## src/rtl/disp_sched.sv

```systemverilog
// disp_sched -- sequencing controller for the shared two-channel display mux.
//
// Chooses whether timer A or timer B drives the single secs/mins display.
// When both timers run, the display alternates every DWELL_TICKS ticks of
// the 1 Hz strobe. The hold button freezes the display on a channel, and
// the toggle button swaps channels, both while showing and while frozen.
//
// Optional feature macro: HOLD_TIMEOUT_EN
//   When defined, a frozen display is released automatically after
//   HOLD_TICKS ticks, exactly as if the hold button had been pressed again.
//   When undefined, the display stays frozen until the hold button is
//   pressed, and HOLD_TICKS only takes part in the parameter range check.
//
// Parameters:
//   DWELL_TICKS  ticks one channel stays shown while both timers run (1..255)
//   HOLD_TICKS   ticks before automatic hold release (1..255)
//
// Ports:
//   clk         system clock
//   rst_n       asynchronous active-low reset
//   tick        one-cycle 1 Hz enable strobe
//   run_a       timer A running (level)
//   run_b       timer B running (level)
//   btn_hold    one-cycle debounced hold-button pulse
//   btn_toggle  one-cycle debounced toggle-button pulse
//   sela        mux select A (non-hold path)
//   selb        mux select B (non-hold path)
//   hold        mux hold-path enable
//   seldisp     mux hold-path channel, 1 = A
module disp_sched #(
    parameter int DWELL_TICKS = 5,
    parameter int HOLD_TICKS  = 30
) (
    input  logic clk,
    input  logic rst_n,
    input  logic tick,
    input  logic run_a,
    input  logic run_b,
    input  logic btn_hold,
    input  logic btn_toggle,
    output logic sela,
    output logic selb,
    output logic hold,
    output logic seldisp
);

    localparam int DW = $clog2(DWELL_TICKS + 1);
    localparam logic [DW-1:0] DWELL_LAST = DW'(DWELL_TICKS - 1);

    localparam logic [1:0] IDLE   = 2'd0;
    localparam logic [1:0] SHOW_A = 2'd1;
    localparam logic [1:0] SHOW_B = 2'd2;
    localparam logic [1:0] FREEZE = 2'd3;

    if (DWELL_TICKS < 1 || DWELL_TICKS > 255 || HOLD_TICKS < 1 || HOLD_TICKS > 255) begin : g_bad_params
        $error("disp_sched: DWELL_TICKS and HOLD_TICKS must lie in 1..255");
    end

    logic [1:0]    state;
    logic [1:0]    nxt_state;
    logic [DW-1:0] dwell_cnt;
    logic [DW-1:0] nxt_dwell;
    logic          nxt_seldisp;
    logic          hold_timeout;

`ifdef HOLD_TIMEOUT_EN
    localparam int HW = $clog2(HOLD_TICKS + 1);
    localparam logic [HW-1:0] HOLD_LAST = HW'(HOLD_TICKS - 1);

    logic [HW-1:0] hold_cnt;

    // Outside FREEZE the counter sits at zero, so it always starts from zero
    // on FREEZE entry. Toggle presses deliberately do not restart it.
    always_ff @(posedge clk or negedge rst_n) begin
        if (!rst_n) begin
            hold_cnt <= '0;
        end else if (state != FREEZE) begin
            hold_cnt <= '0;
        end else if (tick) begin
            hold_cnt <= hold_cnt + HW'(1);
        end
    end

    assign hold_timeout = (state == FREEZE) && tick && (hold_cnt == HOLD_LAST);
`else
    assign hold_timeout = 1'b0;
`endif

    // Next-state logic. SHOW_A and SHOW_B share one branch: "own" is the
    // flag of the channel currently shown, "other" the flag of the one that
    // would be switched to.
    logic       own_run;
    logic       other_run;
    logic [1:0] other_state;
    logic [1:0] resolved;

    always_comb begin
        own_run     = (state == SHOW_A) ? run_a : run_b;
        other_run   = (state == SHOW_A) ? run_b : run_a;
        other_state = (state == SHOW_A) ? SHOW_B : SHOW_A;
        resolved    = run_a ? SHOW_A : (run_b ? SHOW_B : IDLE);

        nxt_state   = state;
        nxt_dwell   = dwell_cnt;
        nxt_seldisp = seldisp;

        case (state)
            IDLE: begin
                nxt_state = resolved;
            end
            SHOW_A, SHOW_B: begin
                if (!own_run) begin
                    nxt_state = other_run ? other_state : IDLE;
                end else if (btn_hold) begin
                    nxt_state   = FREEZE;
                    nxt_seldisp = (state == SHOW_A);
                end else if (btn_toggle && other_run) begin
                    nxt_state = other_state;
                end else if (!other_run) begin
                    nxt_dwell = '0;
                end else if (tick && dwell_cnt == DWELL_LAST) begin
                    nxt_state = other_state;
                end else if (tick) begin
                    nxt_dwell = dwell_cnt + DW'(1);
                end
            end
            default: begin
                // FREEZE: on release, prefer the channel that was on display
                // if its timer is still running, otherwise resolve normally.
                if (btn_hold || hold_timeout) begin
                    if (seldisp && run_a) begin
                        nxt_state = SHOW_A;
                    end else if (!seldisp && run_b) begin
                        nxt_state = SHOW_B;
                    end else begin
                        nxt_state = resolved;
                    end
                end else if (btn_toggle) begin
                    nxt_seldisp = ~seldisp;
                end
            end
        endcase

        if (nxt_state != state) begin
            nxt_dwell = '0;
        end
    end

    // Outputs are decoded from the next state and registered alongside it,
    // so every output is a flop and follows an input event by one cycle.
    always_ff @(posedge clk or negedge rst_n) begin
        if (!rst_n) begin
            state     <= IDLE;
            dwell_cnt <= '0;
            sela      <= 1'b0;
            selb      <= 1'b0;
            hold      <= 1'b0;
            seldisp   <= 1'b1;
        end else begin
            state     <= nxt_state;
            dwell_cnt <= nxt_dwell;
            sela      <= (nxt_state == SHOW_A);
            selb      <= (nxt_state == SHOW_B);
            hold      <= (nxt_state == FREEZE);
            seldisp   <= nxt_seldisp;
        end
    end

endmodule

```

## config.mk

```make
export PLATFORM = sky130hd
export DESIGN_NAME = disp_sched
export DESIGN_NICKNAME = d
export VERILOG_FILES = /design/src/rtl/disp_sched.sv
export SDC_FILE = /design/constraint.sdc
export NUM_CORES = 1
export LEC_CHECK = 0
export ABC_CLOCK_PERIOD_IN_PS = 1750
export BUFFER_PORTS_ARGS = -buffer_cell sky130_fd_sc_hd__buf_2
export CORE_MARGIN = 4
export CORE_UTILIZATION = 50
export CTS_CLUSTER_DIAMETER = 40
export CTS_CLUSTER_SIZE = 10
export DETAILED_ROUTE_END_ITERATION = 10
export PLACE_DENSITY_LB_ADDON = 0.08
export SLEW_MARGIN = 20
export SYNTH_ARGS = -nofsm -noshare
export SYNTH_HDL_FRONTEND = slang
export SYNTH_SLANG_ARGS = --single-unit
```

## constraint.sdc

```tcl
create_clock -name clk -period 1.75 [get_ports clk]
set_input_delay 0.175 -clock clk [delete_from_list [all_inputs] [get_ports clk]]
set_output_delay 0.175 -clock clk [all_outputs]
set_load 0.01 [all_outputs]
```

Yosys cells after proc, flatten, opt, wreduce, memory -nomap -nowiden. Cells that the tools add are included. Widths: inputs -> output; s select.

$add $sub $neg: 1. $mul: 0. Divide/modulo/power cells: 0. Equality and inequality tests: 14. Bitwise operators: 2. Reduce and logical (&&, ||, !) cells: 12. Shift-type cells: 0. $lt $le $gt $ge: 0. Muxes and demuxes: 28.

Operators with widths (count): $mux 2 (12); $mux 3 (8); $eq 2x2->1 const B (3); $mux 1 (6); $ne 2x1->1 const B (3); $ne 3x2->1 const B (2); $reduce_and 6->1 (1); $reduce_bool 2->1 (3); $reduce_and 5->1 (1); $eq 2x1->1 const B (2); $logic_and 1x1->1 (4); $ne 2x2->1 const B (2); $pmux 2 s2 (1); $add 3x1->3 const B (1); $eq 3x3->1 const B (1); $logic_not 2->1 (1); $ne 2x2->1 (1); $not 1->1 (2); $pmux 1 s2 (1); $reduce_or 2->1 (1); $logic_not 1->1 (1).

Memories: 0. Bits of input ports: 7. Flip-flop bits (word level): 9. Output and inout bits: 4. Memory bits (writable): 0. ROM bits: 0. Latch bits: 0.

Logic depth before layout (Yosys ltp).
Depth in word-level cells: 11. Mapped depth: 9. Gate-level depth less buffers: 8.

Worst setup path after synthesis. OpenSTA, ideal clock, no wires.

Kind: register -> register. From: reg state[1]. To: reg dwell_cnt[1]. Period minus slack after synthesis: 1.852 ns. Library setup time: 0.136 ns. Cell stages (with the launch flop): 9. Slack: -0.102 ns. Buffers on the path: 1. Arrival time: 1.717 ns. Required time: 1.614 ns. Cells stage by stage: dfrtp_1 -> inv_1 -> ha_1 -> buf_4 -> mux2_4 -> and3b_1 -> and3b_1 -> a22oi_1 -> a211oi_1.

Cells in the longest elaborated chain, start to end: 11. Elaborated cells on any way between the ends: 30. Those cells by class: eq/ne: 7; mux: 17; reduce/logical: 6.

Ends and longest elaborated chain: start, declared (line 59) `logic [1:0] state;`; start signal, assigned (line 160) `state <= nxt_state;`; $eq 2x1->1; $mux 2 (line 100) `other_state = (state == SHOW_A) ? SHOW_B : SHOW_A;`; $mux 2 (line 121) `end else if (tick && dwell_cnt == DWELL_LAST) begin`; $mux 2 (line 119) `end else if (!other_run) begin`; $mux 2 (line 117) `end else if (btn_toggle && other_run) begin`; $mux 2 (line 114) `end else if (btn_hold) begin`; $mux 2 (line 112) `if (!own_run) begin`; $pmux 2 s2 (line 107) `case (state)`; $ne 2x2->1 (line 144) `if (nxt_state != state) begin`; $ne 3x2->1 (no source line) (tied with other cells); $reduce_and 6->1 (no source line); end signal, assigned (line 161) `dwell_cnt <= nxt_dwell;`; end, declared (line 61) `logic [DW-1:0] dwell_cnt;`.

Parallel ways exist; a longest one is shown, timed or not. The select of a mux whose other input is x is not followed. A chain may end at the register's enable or synchronous reset.

Final worst setup path.
From: reg state[1]. To: reg dwell_cnt[0].

The elaborated chain is that of the path after synthesis.

==> impl_results.md <==
* CTS buffer count at 3
* Sequential area share after synthesis at 26.9%
* Crit path top cell by count: and3b_1
* Synth top area share at 23.7%
* PnR worst setup slack at -0.0885 ns
* Initial Util at 54.7%
* Area Growth Syn to Fin at 38.3%
* Post-Synth Adder-Cell Area at 7.42%
* Most frequent cell after synthesis: dfrtp_1
* Status: finished, violations left
* Commonest cells post-synth: dfrtp_1, inv_1, nand2_1, nor2_1, o21ai_0
* Area of the core at 0.00154 mm²
* Row count at 14
* Share of layout cells above drive strength 1 at 49.2%
* Synth Area in XOR/XNOR at 0%
* Final setup violation count at 4
* CTS Buffer Depth at 2
* Post-Synthesis Cells at 95
* CP endpoint kind: flip-flop
* Clock Latency Late Sink at 0.27 ns
* Finished layout cell area at 0.00117 mm²
* Setup crit start kind: flip-flop
* Non-filler cells, final at 140
* Worst EP required at 1.90 ns
* Critical-path top delay cell: dfrtp_1
* Final Core Density at 75.6%
* Io pins at 11
* Post-synth top area cell: dfrtp_1
* Largest net degree at the start of global routing at 15
* Synth warnings at 0
* Syn avg cell area at 8.88 µm²
* Detailed-route via count at 849
* Count of pins over their slew limit at 0
* Power Dens Cells at 1640 mW/mm²
* Via density at 6.06
* CP Max Fanout at 8
* Hold crit path type: in -> async
* Port bufs at 10
* Initial drt markers at 19
* Placer congestion estimate at 0.844
* Largest cells by area after synthesis: dfrtp_1, ha_1, and3b_1, mux2i_1, o21ai_0
* Die X at 49.1 µm
* Final ANT Viol Nets at 0
* RSZ-0062 raised after global routing: yes
* Die Area at 0.00241 mm²
* Dpl cells at 132
* Lkg Pwr at 0.532 nW
* Drt pass-1 iters at 4
* Worst Path Buf+Inv at 1
* Compound-cell area share of the yosys netlist at 24.5%
* First-pass GRT wire length at 3.64 mm
* Crit path time final at 1.84 ns
* Antenna Cells at 0
* Slew headroom at 78.9%
* Cell Area, Synth at 843 µm²
* Maximum resistive drop on vdd at 0.00110 V
* Max cap viols at 0
* Final clock skew at 0.00871 ns
* Critical-path cell list: inv_2 > ha_4 > mux2_4 > and3b_1 > and3b_1 > mux2i_2 > a211oi_2
* # H-tree levels at 1
* Worst-path clk slew at 0.06 ns
* Crit path kind: reg -> reg
* HPWL Detailed at 1.62 mm
* EDFF count, synth at 0
* Tot GR Track Use at 19.4%
* Hold Violations, Final at 0
* Worst-margin pin slew at 0.317 ns
* CTS Sinks at 9
* Synth Flop Type: dfrtp_1
* Post-DR wirelength/cell at 15.8 µm
* Delay-heaviest family, CP: multiplexers
* Total power at 1.91 mW
* Largest family of logic cells by synthesized area: simple AND/OR/NAND/NOR gates
* Netlist cell types at 43
* Simple-Gate Fraction of Synth Area at 29.1%
* Failing checks: setup timing
* Synth async-reset ratio at 100%
* Fillers at 125
* Worst EP arrival at 1.99 ns
* Max incr delay on CP at 0.42 ns
* DRC Markers at 0
* CTS tree: built
* Root Buffer Master: clkbuf_4
* Mux share of post-synthesis cell area at 5.34%
* Total global routing overflow at 0
* Die Ht at 49.1 µm
* Syn_nets at 107
* Max Clock Freq at 544 MHz
* Nets at 137
* Placed cell area at 0.00102 mm²
* Total Wirelength at 2.21 mm
* Vias in the first global route at 779
* #FFs+latches synth at 9
* Setup_tns at -0.238 ns
* Post-route clock period utilization at 105%
* Initial antenna violation count at 0
## cell usage in the layout, fill, tap and decap left out, types with 3 or more instances in the layout
cell | Yosys | final
and3b_1 | 4 | 4
buf_2 | 1 | 10
buf_4 | 3 | 18
clkbuf_4 | 0 | 3
dfrtp_1 | 8 | 7
inv_1 | 7 | 5
nand2_1 | 7 | 7
nand4_1 | 3 | 3
nor2_1 | 6 | 5
o21ai_0 | 6 | 4
## layer usage
metal  GRT usage, %  vias to the layer above  part of all wire, %
met3           6.42                        6                  4.2
met4           7.17                        0                  1.6
li1               -                      412                    -
met1           24.5                      412                   45
met2           30.3                       19                   49
met5              0                        -                    0
## registers in the layout (all words and copies together) (netlist names)
name / count
sela: 1
hold: 1
seldisp: 1
dwell_cnt: 3
selb: 1
state: 2
## layout make-up
type | count | area (µm²) | area share [%]
Tap cell | 16 | 20.0 | 1.72
Clock buffer | 4 | 26.3 | 2.25
Inverter | 7 | 26.3 | 2.25
Multi-Input combinational cell | 74 | 659 | 56.5
Timing Repair Buffer | 30 | 206 | 17.7
Sequential cell | 9 | 228 | 19.5
## worst paths after layout
path / startpoint / end / slack [ns] / cells past startpoint
max: state[1] / dwell_cnt[0] / -0.09 / 7
max reg2reg: state[1] / dwell_cnt[0] / -0.09 / 7
min reg2reg: seldisp / seldisp / 0.61 / 2
min in group clk: btn_hold / seldisp / 0.43 / 4
max in group asynchronous: rst_n / seldisp / 1.20 / 2
min: rst_n / dwell_cnt[2] / 0.30 / 2
## metrics by stage
stage / hold WS (ns) / setup slack, ns
floorplan: -0.121 / -0.0116
global route: 0.325 / -0.179
detailed placement: 0.0311 / -0.179
global placement: 0.0316 / -0.0941
CTS: 0.297 / -0.0995
finish: 0.298 / -0.0885
## power by group
group	switching, mW	leakage, nW	total [mW]	internal [mW]
Combinational	0.703	0.402	1.41	0.703
Sequential	0.0610	0.115	0.346	0.285
Clock	0.0744	0.0150	0.162	0.0880
Total	0.838	0.532	1.91	1.08
## timing repair
item | 4_1_cts | 5_1_grt
buffers inserted | 2 | 1
setup endpoints to repair | 8 | 9
endpoints found under the hold margin | 9 | 0
pin swaps | 3 | 1
resized for setup | 10 | 10
hold buffers | 1 | 0
## kinds of logic after synthesis
group	Yosys count
flip-flops	9
buffers and inverters	12
multiplexers	4
adder cells (fa/ha/maj)	5
AND/OR/NAND/NOR	39
AO/OA/AOI/OAI	26
(Power assumes the default switching activity.)
